===== src/rtl/mem_arbiter_n.sv =====
// N-requester memory arbiter: one priority master that may preempt
// round-robin bursts of the others, with a saturating preemption counter.
module mem_arbiter_n #(
  parameter int N_REQ      = 4,
  parameter int PRIO_ID    = 0,
  parameter int MAX_BURST  = 2,
  parameter int PREEMPT_EN = 1,
  parameter int CNT_W      = 16,
  localparam int ID_W      = (N_REQ > 1) ? $clog2(N_REQ) : 1
) (
  input  logic             clk,
  input  logic             reset,
  input  logic [N_REQ-1:0] req,
  input  logic [N_REQ-1:0] done,
  output logic [N_REQ-1:0] grant,
  output logic [ID_W-1:0]  grant_id,
  output logic             busy,
  output logic             preempted,
  output logic [CNT_W-1:0] nb_interrupts
);

  typedef enum logic [1:0] {IDLE, GNT_PRIO, GNT_RR, GNT_PRE} state_t;

  state_t           state_reg, state_next;
  logic [ID_W-1:0]  id_reg, id_next;
  logic [ID_W-1:0]  last_rr_reg, last_rr_next;
  logic [7:0]       beat_reg, beat_next;
  logic [CNT_W-1:0] cnt_reg, cnt_next;
  logic [N_REQ-1:0] grant_reg, grant_next;
  logic             busy_reg, preempted_reg;

  logic [N_REQ-1:0] rr_req;
  logic             arb_found;
  logic [ID_W-1:0]  arb_id;
  state_t           arb_state;
  logic [ID_W-1:0]  arb_sel;
  logic             take_arb;
  int               idx;

  // Priority master never competes in the round-robin search.
  for (genvar gi = 0; gi < N_REQ; gi++) begin : g_rr_req
    assign rr_req[gi] = (gi == PRIO_ID) ? 1'b0 : req[gi];
  end

  always_comb begin
    arb_found = 1'b0;
    arb_id    = '0;
    idx       = 0;
    for (int i = 1; i <= N_REQ; i++) begin
      idx = int'(last_rr_reg) + i;
      if (idx >= N_REQ) idx = idx - N_REQ;
      if (!arb_found && rr_req[idx]) begin
        arb_found = 1'b1;
        arb_id    = ID_W'(idx);
      end
    end
  end

  always_comb begin
    arb_state = IDLE;
    arb_sel   = '0;
    if (req[PRIO_ID]) begin
      arb_state = GNT_PRIO;
      arb_sel   = ID_W'(PRIO_ID);
    end else if (arb_found) begin
      arb_state = GNT_RR;
      arb_sel   = arb_id;
    end
  end

  always_comb begin
    state_next   = state_reg;
    id_next      = id_reg;
    last_rr_next = last_rr_reg;
    cnt_next     = cnt_reg;
    beat_next    = (beat_reg == 8'hFF) ? beat_reg : beat_reg + 8'd1;
    take_arb     = 1'b0;
    case (state_reg)
      IDLE:     take_arb = 1'b1;
      GNT_PRIO: take_arb = done[PRIO_ID];
      GNT_RR: begin
        // A normal end (done or limit) wins over a simultaneous preempt.
        if (done[id_reg] || beat_reg == 8'(MAX_BURST)) begin
          take_arb = 1'b1;
        end else if (PREEMPT_EN != 0 && req[PRIO_ID]) begin
          state_next = GNT_PRE;
          id_next    = ID_W'(PRIO_ID);
          beat_next  = 8'd1;
          if (cnt_reg != '1) cnt_next = cnt_reg + CNT_W'(1);
        end
      end
      GNT_PRE:  take_arb = done[PRIO_ID] || beat_reg == 8'(MAX_BURST);
      default:  take_arb = 1'b1;
    endcase
    if (take_arb) begin
      state_next = arb_state;
      id_next    = arb_sel;
      beat_next  = (arb_state == IDLE) ? 8'd0 : 8'd1;
      if (arb_state == GNT_RR) last_rr_next = arb_sel;
    end
  end

  for (genvar gi = 0; gi < N_REQ; gi++) begin : g_grant
    assign grant_next[gi] = (state_next != IDLE) && (id_next == ID_W'(gi));
  end

  always_ff @(posedge clk) begin
    if (reset) begin
      state_reg     <= IDLE;
      id_reg        <= '0;
      last_rr_reg   <= ID_W'(N_REQ - 1);
      beat_reg      <= 8'd0;
      cnt_reg       <= '0;
      grant_reg     <= '0;
      busy_reg      <= 1'b0;
      preempted_reg <= 1'b0;
    end else begin
      state_reg     <= state_next;
      id_reg        <= id_next;
      last_rr_reg   <= last_rr_next;
      beat_reg      <= beat_next;
      cnt_reg       <= cnt_next;
      grant_reg     <= grant_next;
      busy_reg      <= (state_next != IDLE);
      preempted_reg <= (state_next == GNT_PRE);
    end
  end

  assign grant         = grant_reg;
  assign grant_id      = id_reg;
  assign busy          = busy_reg;
  assign preempted     = preempted_reg;
  assign nb_interrupts = cnt_reg;

endmodule


===== config.mk =====
export PLATFORM = sky130hd
export DESIGN_NAME = mem_arbiter_n
export DESIGN_NICKNAME = d
export VERILOG_FILES = /design/src/rtl/mem_arbiter_n.sv
export SDC_FILE = /design/constraint.sdc
export NUM_CORES = 1
export LEC_CHECK = 0
export BUFFER_PORTS_ARGS = -buffer_cell sky130_fd_sc_hd__buf_2
export CAP_MARGIN = 20
export CORE_MARGIN = 4
export CORE_UTILIZATION = 50
export CTS_CLUSTER_DIAMETER = 200
export DETAILED_ROUTE_END_ITERATION = 6
export PLACE_DENSITY_LB_ADDON = 0.25
export REMOVE_ABC_BUFFERS = 1
export SLEW_MARGIN = 0
export SYNTH_ARGS = -nofsm -noshare
export SYNTH_HDL_FRONTEND = slang
export SYNTH_SLANG_ARGS = --single-unit

===== constraint.sdc =====
create_clock -name clk -period 5.47 [get_ports clk]
set_input_delay 1.094 -clock clk [delete_from_list [all_inputs] [get_ports clk]]
set_output_delay 1.094 -clock clk [all_outputs]
set_load 0.005 [all_outputs]

# == Word level (Yosys, flattened, before mapping) ==
# Index checks and enable logic that the tools add are counted.
# totals
ff_bits,36
out_inout_bits,24
wordCells,103
# classes
addsub,10
n_lt_le_gt_ge,9
eq_ne,11
n_mux,46
n_bitwise,1
n_reduce_logical,18
# ops
op,count
$lt 32x4->1 const B,4
$mux 32,4
$mux 8,5
$mux 2,16
$add 16x1->16 const B,1
$ne 16x16->1 const B,1
$mux 1,15
$eq 2x2->1 const B,6
$sub 3x3->4 const B,3
$bmux 1 s2,5
$ge 3x3->1 const B,3
$add 8x1->8 const B,1
$eq 8x2->1 const B,1
$eq 8x8->1 const B,1
$logic_and 1x1->1,7
$add 2x2->3 const B,2
$logic_not 2->1,3
$sub 4x3->5 const B,1
$add 2x3->4 const B,1
$eq 2x1->1 const B,2
$ge 4x3->1 const B,1
$pmux 1 s4,1
$reduce_and 4->1,1
$add 2x1->3 const B,1
other kinds (6),9

# == Longest topological paths before layout ==
# depth
word_depth,21
depth_mapped,9

# == Least setup slack after synthesis ==
# Ideal clock, no wire load.
# synth_timing
path_type,input to register
from,in done[3]
to,"reg cnt_reg[11], in the netlist nb_interrupts[11]"
t_arrival_ns,2.403
required_ns,5.349
path_slack_ns,2.946
stages,6
n_path_buf,1
cell_sequence,mux2_2 > o22ai_2 > nand2_2 > buf_6 > nor4_1 > mux2_2
# synth_via
elab_chain_len,5
# synth_lines
element,line,source
start: declaration,14,"input logic [N_REQ-1:0] done,"
$bmux 1 s2,83,if (done[id_reg] || beat_reg == 8'(MAX_BURST)) begin
$mux 1 (not written as such),83,
$logic_or 1x1->1,83,
$not 1->1 (no line),--,
$reduce_and 4->1 (no line),--,
end signal: assignment,122,cnt_reg <= cnt_next;
end: declaration,28,"logic [CNT_W-1:0] cnt_reg, cnt_next;"
# No other way between the ends. The select of a mux whose other input is x is not followed.
# A chain may end at the register's enable or synchronous reset.

# == Worst setup path in the final report ==
# layout_timing
from,in done[3]
to,"reg cnt_reg[9], in the netlist nb_interrupts[9]"
# Same word-level chain as after synthesis.

==> metrics.cfg <==
[route]
wire_per_inst_um = 12.9
first_pass_iters = 4
drc = 0
drtAntennaViolNets = 0
drt-initial-drc-count = 76
dr_total_vias = 1603
wirelength_um = 3660
avgViaCountPerCell = 5.64

[logic_synthesis]
ys_ff_latch = 36
synth_xor_area_share_pct = 1.48
synthFlopType = dfxtp_1
ys_warn_count = 0
avgSynthCellArea_um2 = 8.73
syn_area_um2 = 1780
syn-instance-count = 204
yosys.area_share.adder_pct = 2.67
synth_edf_count = 0
async_flop_share_pct = 0
synth_compound_area_share_pct = 16.6
yosys.area_share.simple_pct = 30.6
synthMuxAreaShare_pct = 4.92
synth_top_family_by_area = simple AND/OR/NAND/NOR gates
synthDistinctLibCells = 48
ys_seq_area_share_pct = 40.5

[finish]
largest_reg_flops = 16
layout_commonest_cell = dfxtp_1
final_cell_mix = dfxtp_1 (36), buf_2 (33), nor2_1 (23)
fin_cells = 284
diodes = 0
area_delta_synth_final_pct = 14.2
drive_gt1_share_pct = 22.3
finalNetCount = 251

[floorplanning]
die_area_um2 = 4580
rows = 21
die_y_um = 67.7
die_w_um = 67.7
core_um2 = 3390
pin_count = 34
start_util_pct = 52.5

[global_route]
grt_pass1_vias = 1424
overflow = 0
track_usage_pct = 17.5
grt_pass1_wl_um = 6110
antenna_found_initial = 0
grt_max_degree = 34

[power]
p_leak_nw = 0.769
powerDensity_nw_per_um2 = 233
peakVddDrop_uv = 144

[timing]
fmax_mhz = 404
finalHoldViolations = 0
slew_headroom_pct = 61.8
post-route-period-util_pct = 45.2
post-route-min-period_ns = 2.47
worst_pin_slew_ns = 0.572
final-setup-viol-count = 0
rsz0062_at_grt = false
slew_violations = 0
clock_skew_ns = 0.0150
fin_tns_setup_ns = 0
whs_ns = 0.495

[placement]
place_congestion = 0.789
dp_hpwl_um = 2680
io_buffer_count = 33
dp.cells = 277

[worst_setup_path]
endpoint_kind = flop
crit_fanout = 22
start_kind = primary input
required_ns = 5.69
cp_data_arrival_time_ns = 2.70
path_class = primary input to flop

[clock_tree]
cts_max_path_buffers = 2
cts-root-buf = clkbuf_4
cts-htree-levels = 2
clk_latency_ns = 0.33
tritoncts = built
cts-buffers-inserted = 5
cts.hold.buffers_added = 0
cts_num_sinks = 36
ctsResizeCount = 0
post-cts-setup-buffers = 0
clk_pin_slew_worst_paths_ns = 0.11

[run]
timing.max_cap.violations = 0

[min_path]
hp-class = flop to flop

[outcome]
status = finished, final reports clean

## synthesized netlist by cell type (4+ instances only)
| cell type | instances | area [µm²] |
|---|---|---|
| dfxtp_1 | 36 | 721 |
| mux2_2 | 6 | 67.6 |
| nand2b_1 | 5 | 31.3 |
| nand3b_1 | 4 | 30.0 |
| nor3_1 | 5 | 25.0 |
| o31ai_1 | 7 | 52.6 |
| a21oi_1 | 14 | 70.1 |
| inv_1 | 6 | 22.5 |
| and3_1 | 4 | 25.0 |
| nand3_1 | 13 | 65.1 |
| nand4_1 | 4 | 25.0 |
| o21ai_0 | 6 | 30.0 |
| nor2_1 | 23 | 86.3 |
| nor4_1 | 6 | 37.5 |
| nand2_1 | 9 | 33.8 |
| or4_1 | 7 | 52.6 |
## layer usage
metal  GRT usage [%]  part of all wire (%)
met1            22.1                    47
met2            28.1                    49
met3            4.16                   2.8
met4            7.85                   1.4
met5               0                     0
## cells by family (layout without fill, tap and decap cells)
logic type,count (synthesis),after routing
mux,8,8
compound gates,44,44
simple gates,97,97
fa+ha+maj,4,4
buf+inv,12,46
flops,36,36
xor+xnor,3,3
## metrics by stage
| stage | setup WS, ns | power (mW) | util [%] | area (µm²) |
|---|---|---|---|---|
| 3_5_place_dp | 2.67 | 0.327 | 58.1 | 1970 |
| 3_3_place_gp | 2.71 | 0.326 | 58.1 | 1970 |
| 6_report | 3.00 | 0.475 | 60.0 | 2030 |
| 4_1_cts | 3.03 | 0.482 | 60.0 | 2030 |
| 5_1_grt | 2.93 | 0.501 | 60.0 | 2030 |
| 2_1_floorplan | 2.92 | 0.309 | - | 1750 |
## report_power, final
part | leakage (nW) | internal, mW | switching, mW
Clock | 0.0374 | 0.0729 | 0.0807
Sequential | 0.293 | 0.270 | 0.00599
Combinational | 0.439 | 0.0196 | 0.0256
Total | 0.769 | 0.362 | 0.112
## cell type report
class,instances,area [µm²]
Tap cell,46,57.6
Multi-Input combinational cell,156,1000
Inverter,6,22.5
Timing Repair Buffer,33,165
Clock buffer,7,65.1
Fill cell,336,1360
Sequential cell,36,721
## worst max-delay path, stage by stage
cell and delay, ns:
buf_2 0.10, mux2_2 0.27, o22ai_2 0.21, nand2_2 0.27, nor4_1 0.38, mux2_2 0.37
## path summary, 6_finish.rpt
path,startpoint,to,slack [ns],cells after the start
max reg2reg,beat_reg[0],nb_interrupts[9],3.26,7
min reg2reg,nb_interrupts[5],nb_interrupts[5],0.50,2
max,done[3],nb_interrupts[9],3.00,6
min,nb_interrupts[5],nb_interrupts[5],0.50,2
(Power assumes the default switching activity.)
